==> config.mk <==
export PLATFORM = sky130hd
export DESIGN_NAME = irq_dispatch_master
export DESIGN_NICKNAME = d
export VERILOG_FILES = /design/src/rtl/irq_dispatch_master.sv
export SDC_FILE = /design/constraint.sdc
export NUM_CORES = 1
export LEC_CHECK = 0
export CAP_MARGIN = 0
export CORE_MARGIN = 4
export CORE_UTILIZATION = 40
export DETAILED_ROUTE_END_ITERATION = 6
export PLACE_DENSITY = 0.83
export SKIP_LAST_GASP = 1
export SYNTH_ARGS = -nofsm -noshare
export SYNTH_HDL_FRONTEND = slang
export SYNTH_SLANG_ARGS = --single-unit
==> constraint.sdc <==
create_clock -name i_clk -period 3.6 [get_ports i_clk]
set_input_delay 0.72 -clock i_clk [delete_from_list [all_inputs] [get_ports i_clk]]
set_output_delay 0.72 -clock i_clk [all_outputs]
set_load 0.02 [all_outputs]
==> src/rtl/irq_dispatch_master.sv <==
// Second Wishbone initiator that services the interrupt controller: reads IRQ0_STATUS, masks the
// lowest pending source, hands its vector to a consumer, and re-enables it after end-of-interrupt.
module irq_dispatch_master #(
   parameter int          WB_DWIDTH  = 32,
   parameter int          WB_SWIDTH  = WB_DWIDTH / 8,
   parameter logic [31:0] IC_BASE    = 32'h1400_0000,
   parameter logic [15:0] STATUS_OFF = 16'h0000,
   parameter logic [15:0] ENSET_OFF  = 16'h0008,
   parameter logic [15:0] ENCLR_OFF  = 16'h000C,
   parameter int          TIMEOUT    = 16
) (
   input  logic                 i_clk,
   input  logic                 i_rst_n,
   input  logic                 i_irq,
   output logic [31:0]          o_wb_adr,
   output logic [WB_SWIDTH-1:0] o_wb_sel,
   output logic                 o_wb_we,
   output logic [WB_DWIDTH-1:0] o_wb_dat,
   input  logic [WB_DWIDTH-1:0] i_wb_dat,
   output logic                 o_wb_cyc,
   output logic                 o_wb_stb,
   input  logic                 i_wb_ack,
   input  logic                 i_wb_err,
   output logic                 o_vec_valid,
   output logic [4:0]           o_vec,
   input  logic                 i_vec_ready,
   input  logic                 i_eoi,
   output logic                 o_busy,
   output logic                 o_err
);

   localparam int          NLANES     = WB_DWIDTH / 32;
   localparam logic [31:0] ADR_STATUS = IC_BASE | {16'h0000, STATUS_OFF};
   localparam logic [31:0] ADR_ENSET  = IC_BASE | {16'h0000, ENSET_OFF};
   localparam logic [31:0] ADR_ENCLR  = IC_BASE | {16'h0000, ENCLR_OFF};
   localparam logic [7:0]  TMO_LAST   = 8'(TIMEOUT - 1);

   typedef enum logic [2:0] {
      S_IDLE,
      S_RD_STAT,
      S_MASK,
      S_PRESENT,
      S_WAIT_EOI,
      S_UNMASK
   } state_t;

   state_t                 state_q, state_d;
   logic                   cyc_q, cyc_d;
   logic                   stb_q, stb_d;
   logic                   we_q, we_d;
   logic [31:0]            adr_q, adr_d;
   logic [WB_DWIDTH-1:0]   dat_q, dat_d;
   logic [WB_SWIDTH-1:0]   sel_q, sel_d;
   logic                   vec_valid_q, vec_valid_d;
   logic [4:0]             vec_q, vec_d;
   logic                   err_q, err_d;
   logic [7:0]             tmo_q, tmo_d;

   logic [31:0]            rd_word;
   logic [4:0]             low_idx;
   logic                   bus_state;
   logic                   bus_abort;
   logic                   bus_start;
   logic                   bus_we;
   logic [31:0]            bus_adr;
   logic [31:0]            bus_word;

   // Read data comes from the 32-bit lane addressed by adr[3:2] on wide buses.
   always_comb begin
      rd_word = '0;
      for (int i = 0; i < NLANES; i++) begin
         if (NLANES == 1 || 2'(i) == adr_q[3:2]) begin
            rd_word = i_wb_dat[32*i +: 32];
         end
      end
   end

   // Scan downwards so the lowest set bit is the last one to win.
   always_comb begin
      low_idx = '0;
      for (int i = 31; i >= 0; i--) begin
         if (rd_word[i]) begin
            low_idx = 5'(i);
         end
      end
   end

   always_comb begin
      state_d     = state_q;
      cyc_d       = cyc_q;
      stb_d       = stb_q;
      we_d        = we_q;
      adr_d       = adr_q;
      dat_d       = dat_q;
      sel_d       = sel_q;
      vec_valid_d = vec_valid_q;
      vec_d       = vec_q;
      err_d       = err_q;
      tmo_d       = tmo_q;
      bus_start   = 1'b0;
      bus_we      = 1'b0;
      bus_adr     = '0;
      bus_word    = '0;

      bus_state = (state_q == S_RD_STAT) || (state_q == S_MASK) || (state_q == S_UNMASK);
      // Error beats ack; the timeout fires on the TIMEOUT-th strobed cycle without a response.
      bus_abort = bus_state && (i_wb_err || (!i_wb_ack && tmo_q == TMO_LAST));

      if (bus_abort) begin
         state_d = S_IDLE;
         cyc_d   = 1'b0;
         stb_d   = 1'b0;
         we_d    = 1'b0;
         err_d   = 1'b1;
      end else begin
         if (bus_state && !i_wb_ack) begin
            tmo_d = tmo_q + 8'd1;
         end
         if (bus_state && i_wb_ack) begin
            cyc_d = 1'b0;
            stb_d = 1'b0;
            we_d  = 1'b0;
         end
         case (state_q)
            S_IDLE: begin
               if (i_irq) begin
                  state_d   = S_RD_STAT;
                  bus_start = 1'b1;
                  bus_adr   = ADR_STATUS;
               end
            end
            S_RD_STAT: begin
               if (i_wb_ack) begin
                  if (rd_word == 32'h0) begin
                     state_d = S_IDLE;
                  end else begin
                     state_d   = S_MASK;
                     vec_d     = low_idx;
                     bus_start = 1'b1;
                     bus_we    = 1'b1;
                     bus_adr   = ADR_ENCLR;
                     bus_word  = 32'h1 << low_idx;
                  end
               end
            end
            S_MASK: begin
               if (i_wb_ack) begin
                  state_d     = S_PRESENT;
                  vec_valid_d = 1'b1;
               end
            end
            S_PRESENT: begin
               if (i_vec_ready) begin
                  state_d     = S_WAIT_EOI;
                  vec_valid_d = 1'b0;
               end
            end
            S_WAIT_EOI: begin
               if (i_eoi) begin
                  state_d   = S_UNMASK;
                  bus_start = 1'b1;
                  bus_we    = 1'b1;
                  bus_adr   = ADR_ENSET;
                  bus_word  = 32'h1 << vec_q;
               end
            end
            S_UNMASK: begin
               if (i_wb_ack) begin
                  state_d = S_IDLE;
               end
            end
            default: begin
               state_d = S_IDLE;
            end
         endcase
      end

      // A new transfer replicates the word on every lane and enables only the addressed one.
      if (bus_start) begin
         cyc_d = 1'b1;
         stb_d = 1'b1;
         we_d  = bus_we;
         adr_d = bus_adr;
         tmo_d = '0;
         for (int i = 0; i < NLANES; i++) begin
            dat_d[32*i +: 32] = bus_word;
            sel_d[4*i +: 4]   = (NLANES == 1 || 2'(i) == bus_adr[3:2]) ? 4'hF : 4'h0;
         end
      end
   end

   always_ff @(posedge i_clk) begin
      if (!i_rst_n) begin
         state_q     <= S_IDLE;
         cyc_q       <= 1'b0;
         stb_q       <= 1'b0;
         we_q        <= 1'b0;
         adr_q       <= '0;
         dat_q       <= '0;
         sel_q       <= '0;
         vec_valid_q <= 1'b0;
         vec_q       <= '0;
         err_q       <= 1'b0;
         tmo_q       <= '0;
      end else begin
         state_q     <= state_d;
         cyc_q       <= cyc_d;
         stb_q       <= stb_d;
         we_q        <= we_d;
         adr_q       <= adr_d;
         dat_q       <= dat_d;
         sel_q       <= sel_d;
         vec_valid_q <= vec_valid_d;
         vec_q       <= vec_d;
         err_q       <= err_d;
         tmo_q       <= tmo_d;
      end
   end

   assign o_wb_cyc    = cyc_q;
   assign o_wb_stb    = stb_q;
   assign o_wb_we     = we_q;
   assign o_wb_adr    = adr_q;
   assign o_wb_dat    = dat_q;
   assign o_wb_sel    = sel_q;
   assign o_vec_valid = vec_valid_q;
   assign o_vec       = vec_q;
   assign o_err       = err_q;
   assign o_busy      = (state_q != S_IDLE);

endmodule
Word-level counts from Yosys, hierarchy flattened
Index checks and enable logic that the tools add are counted.

cells by class
  add/subtract/negate cells = 1
  bitwise logic cells = 3
  reduce and logical (&&, ||, !) cells = 19
  equal/unequal tests = 12
  muxes and demuxes = 66
  shift operators = 2

operator list
  cell                                                  count
  2-to-1 mux 5 bit                                      32
  2-to-1 mux 29 bit                                     5
  2-to-1 mux 32 bit                                     4
  case mux 29 bit (3 select lines)                      1
  case mux 32 bit (2 select lines)                      1
  << shifter 1 x 5 -> 32 bit (first input constant)     2
  zero test 32 bit                                      1
  2-to-1 mux 3 bit                                      6
  case mux 3 bit (6 select lines)                       1
  2-to-1 mux 1 bit                                      12
  inequality test 2 bit (second input constant)         6
  adder 8 x 1 -> 8 bit (second input constant)          1
  equality test 8 x 4 -> 1 bit (second input constant)  1
  AND reduction 4 bit                                   2
  equality test 3 x 2 -> 1 bit (second input constant)  2
  equality test 3 bit (second input constant)           2
  AND reduction 6 bit                                   1
  nonzero test 3 bit                                    2
  logical AND 1 bit                                     4
  case mux 1 bit (2 select lines)                       2
  OR reduction 2 bit                                    2
  equality test 3 x 1 -> 1 bit (second input constant)  1
  zero test 3 bit                                       1
  logical OR 1 bit                                      3
  other kinds (6)                                       8

word-level totals
  output and inout bits = 79
  input bits = 39
  word-level logic and storage cells = 113
  register bits = 85

Longest topological paths before layout
  word-level depth = 37
  mapped depth = 9
  mapped depth without buffers = 7

Least setup slack after synthesis
Ideal clock, no wire load.

  kind = input -> register
  from = in i_wb_dat[0]
  to = reg dat_q[21] (netlist: o_wb_dat[21])
  arrival = 2.296 ns
  path buffers = 2
  data required time = 3.462 ns
  setup time = 0.138 ns
  stages = 8
  path slack = 1.167 ns
  cell sequence = buf_2 > nor4_4 > nand4_4 > o21ai_2 > a21oi_2 > buf_2 > a32oi_1 > o31ai_1

between the ends
  longest elaborated chain between the ends = 6
  elaborated cells between the ends (all ways) = 11
  classes of those cells = shift: 1; mux: 9; reduce/logical: 1

RTL lines
  what                                                                      RTL line  text
  start: declaration                                                        19        input logic [WB_DWIDTH-1:0] i_wb_dat,
  parallel branches: the longest is 6 deep, another holds zero test 32 bit  n/a
  end signal: assignment                                                    211       dat_q <= dat_d;
  end: declaration                                                          52        logic [WB_DWIDTH-1:0] dat_q, dat_d;

Several ways; the timed one is not identified.
A chain may end at the register's enable or synchronous reset.

Worst setup path after layout
  from = in i_wb_dat[27]
  to = reg dat_q[13] (netlist: o_wb_dat[13])

between the ends
  longest elaborated chain between the ends = 33
  elaborated cells between the ends (all ways) = 38
  classes of those cells = shift: 1; mux: 36; reduce/logical: 1

RTL lines
  what                              RTL line  text
  2-to-1 mux 5 bit (28 in a row)    82        if (rd_word[i]) begin
  << shifter 1 x 5 -> 32 bit        142       bus_word = 32'h1 << low_idx;
  2-to-1 mux 32 bit                 134       if (rd_word == 32'h0) begin
  2-to-1 mux 32 bit                 133       if (i_wb_ack) begin
  case mux 32 bit (2 select lines)  124       case (state_q)
  2-to-1 mux 32 bit                 109       if (bus_abort) begin

Parallel ways exist; a longest one is shown, timed or not.

==> impl_metrics.toml <==
[route]
avgViaCountPerCell = 5.702
drt-wirelength-per-cell_um = 15.96
firstDrtPassIters = 7
drtIter0Drc = 278
drt_wl_total_um = 8892
ant_nets = 0
drc_errors = 0
vias = 3176

[cts]
cts_setup_buffers = 0
cts-root-buf = "clkbuf_8"
insertion_delay_ns = 0.31
cts_tree = "built"
cts.path.max_buffers = 2
clk_pin_slew_ns = 0.11
clock_sinks = 56
numCtsBuffers = 5
cts_resized = 0
htree_num_levels = 2
postCtsHoldBufs = 0

[min_path]
hp-class = "reg -> reg"

[sta]
fin_skew_ns = 0.008601
worst_pin_slew_ns = 0.8129
finalWorstSetupSlack_ns = 0.7833
fmax_mhz = 355.0
maxSlewHeadroom = 0.4581
drv_slew = 0
grt_setup_unrepaired = "no"
period_share = 0.7824
layout_min_cycle_time_ns = 2.817
setup_tns_ns = 0
fin_hold_ws_ns = 0.4596
finalHoldViolCount = 0
setup_viol = 0

[final_layout]
utilization = 0.5317
antenna_cells = 0
nNetsFinal = 494
synthToLayoutAreaGrowth_pct = 28.51
drive_above_1_share = 0.06593

[setup_path]
start_kind = "primary input"
crit_family = "compound AO/OA/AOI/OAI gates"
critPathArrivalTime_ns = 3.00
crit_chain = "clkdlybuf4s50_1 -> nor4_1 -> nand4_1 -> o21ai_2 -> a21oi_2 -> a32oi_1 -> o31ai_1"
critPathMaxFanout = 18
crit_type = "in -> reg"
slowest_stage = "nor4_1"
crit_path_max_incr_delay_ns = 0.50
worstPathRequired_ns = 3.78
end_kind = "register"
cp.buffers_inverters = 1

[grt]
grt_pass1_vias = 2937
grt_pass1_wl_um = 14080
antenna_found_initial = 0
grt_max_degree = 34
grt-ovfl-total = 0
track_usage = 0.1743

[synthesis]
syn_area_um2 = 3231
synth_area_per_cell_um2 = 8.638
synth_edf_count = 0
synth-warning-count = 0
synthFlopType = "dfxtp_1"
synth_cells = 374
ys_ff_latch = 56
ys_types = 60
ys_seq_area_frac = 0.3470
async_flop_share = 0

[place]
hpwlAfterDp_um = 6924
dp_slack_ns = 0.4709
place_congestion = 0.9056
numPortBuffers = 89

[floorplanning]
io_pins = 118
rows = 32
die_area_um2 = 9579
fp.dieW_um = 97.87
fp.dieH_um = 97.87
start_util = 0.4138
core_um2 = 7807

[power_and_ir_drop]
finalPower_mw = 1.687
power.density_nw_per_um2 = 406.3
leakage_nw = 1.431
ir_drop_uv = 185.8

[outcome]
status = "completed"

[flow_run]
drv_cap = 0
## synthesized netlist by cell type, drive strengths merged, types with 2 or more instances
library cell | number | area share
a2111oi | 2 | 0.0093
a211o | 2 | 0.0054
a211oi | 4 | 0.0093
a21boi | 2 | 0.0046
a21o | 2 | 0.0046
a21oi | 15 | 0.024
a22oi | 16 | 0.037
a31oi | 3 | 0.0058
a32oi | 16 | 0.043
and2 | 4 | 0.0077
and3 | 3 | 0.0058
buf | 43 | 0.097
clkbuf | 5 | 0.0058
dfxtp | 56 | 0.35
inv | 10 | 0.012
mux2i | 4 | 0.012
nand2 | 18 | 0.021
nand2b | 10 | 0.019
nand3 | 7 | 0.011
nand3b | 2 | 0.0046
nand4 | 5 | 0.014
nor2 | 37 | 0.043
nor2b | 4 | 0.0077
nor3 | 11 | 0.017
nor4 | 12 | 0.044
o211ai | 4 | 0.011
o21ai | 16 | 0.029
o21bai | 2 | 0.0046
o22ai | 2 | 0.0039
o31a | 2 | 0.0054
o31ai | 24 | 0.056
o41ai | 2 | 0.0054
or2 | 2 | 0.0039
or3 | 5 | 0.0097
or4 | 3 | 0.0070
xnor2 | 4 | 0.011
xor2 | 4 | 0.011
## registers in the layout, summed over array words and instances, names as in the netlist
name / flops
o_wb_we: 1
o_wb_stb: 1
o_wb_dat: 32
tmo_q: 8
state_q: 3
o_vec: 5
o_wb_adr: 3
o_wb_sel: 1
o_vec_valid: 1
o_err: 1
## per-stage QoR
step / area [um2] / instances
after detailed placement: 4056 / 549
after global routing: 4151 / 557
after floorplan: 3332 / 401
after CTS: 4151 / 557
after global placement: 4056 / 549
final: 4151 / 557
## worst reg2reg max path: cells and delay by family, from the launching register on
kind / cells / cell delay [ns]
AND/OR/NAND/NOR: 1 / 0.18
AO/OA/AOI/OAI: 5 / 1.53
flip-flops: 1 / 0.61
## final cells by class
| type | instances | area, um2 |
|---|---|---|
| Clock buffer | 5 | 68.82 |
| Clock inverter | 3 | 26.28 |
| Timing Repair Buffer | 94 | 928.4 |
| Sequential cell | 56 | 1121 |
| Multi-Input combinational cell | 286 | 1838 |
| Tap cell | 102 | 127.6 |
| Inverter | 11 | 41.29 |
| Fill cell | 740 | 3656 |
## report_power, final
part           leakage (nW)  internal [mW]  switching [mW]
combinational         0.930          0.255           0.356
sequential            0.453          0.660          0.0580
clock                0.0487          0.142           0.215
total                  1.43           1.06           0.629
## path summary, 6_finish.rpt
path	startpoint	to	slack [ns]	cells past startpoint
setup reg to reg	state_q[1]	o_wb_dat[20]	1.21	6
hold reg to reg	o_err	o_err	0.46	2
setup / recovery	i_wb_dat[27]	o_wb_dat[13]	0.78	7
hold / removal	o_err	o_err	0.46	2
## routing by layer
metal / vias to the layer above / GRT usage / share of wire / wire length (um)
met1: 1480 / 0.2214 / 0.40 / 3575
met3: 17 / 0.03571 / 0.094 / 833
met2: 161 / 0.2890 / 0.48 / 4310
li1: 1518 / - / - / -
met4: 0 / 0.06922 / 0.020 / 174
met5: - / 0 / 0 / 0
## placed cells by master (no fill, tap or decap), drive strengths merged, types with 3 or more instances in the layout
master,instances
nor4,12
nor3,11
a22oi,16
mux2i,4
inv,11
nand2b,10
a32oi,16
buf,5
and3,3
o31ai,24
nor2b,4
xnor2,4
nor2,37
o211ai,4
o21ai,16
clkinv,3
conb,28
xor2,4
clkbuf,5
clkdlybuf4s50,89
nand3,7
a211oi,4
dfxtp,56
or4,3
or3,5
a21oi,15
a31oi,3
and2,4
nand2,18
nand4,5
## cells by family (layout without fill, tap and decap cells)
kind of cell	after synthesis	count (layout)	share of synthesized area
and+or+nand+nor	125	125	0.2219
muxes	4	4	0.01239
adders and majority gates	1	1	0.003872
DFF	56	56	0.3470
AOI/OAI and AO/OA	120	120	0.2765
buffers and inverters	59	113	0.1154
other	1	28	0.001161
xor gates and xnor gates	8	8	0.02169
Note: power is estimated with default switching activity, not from simulation.
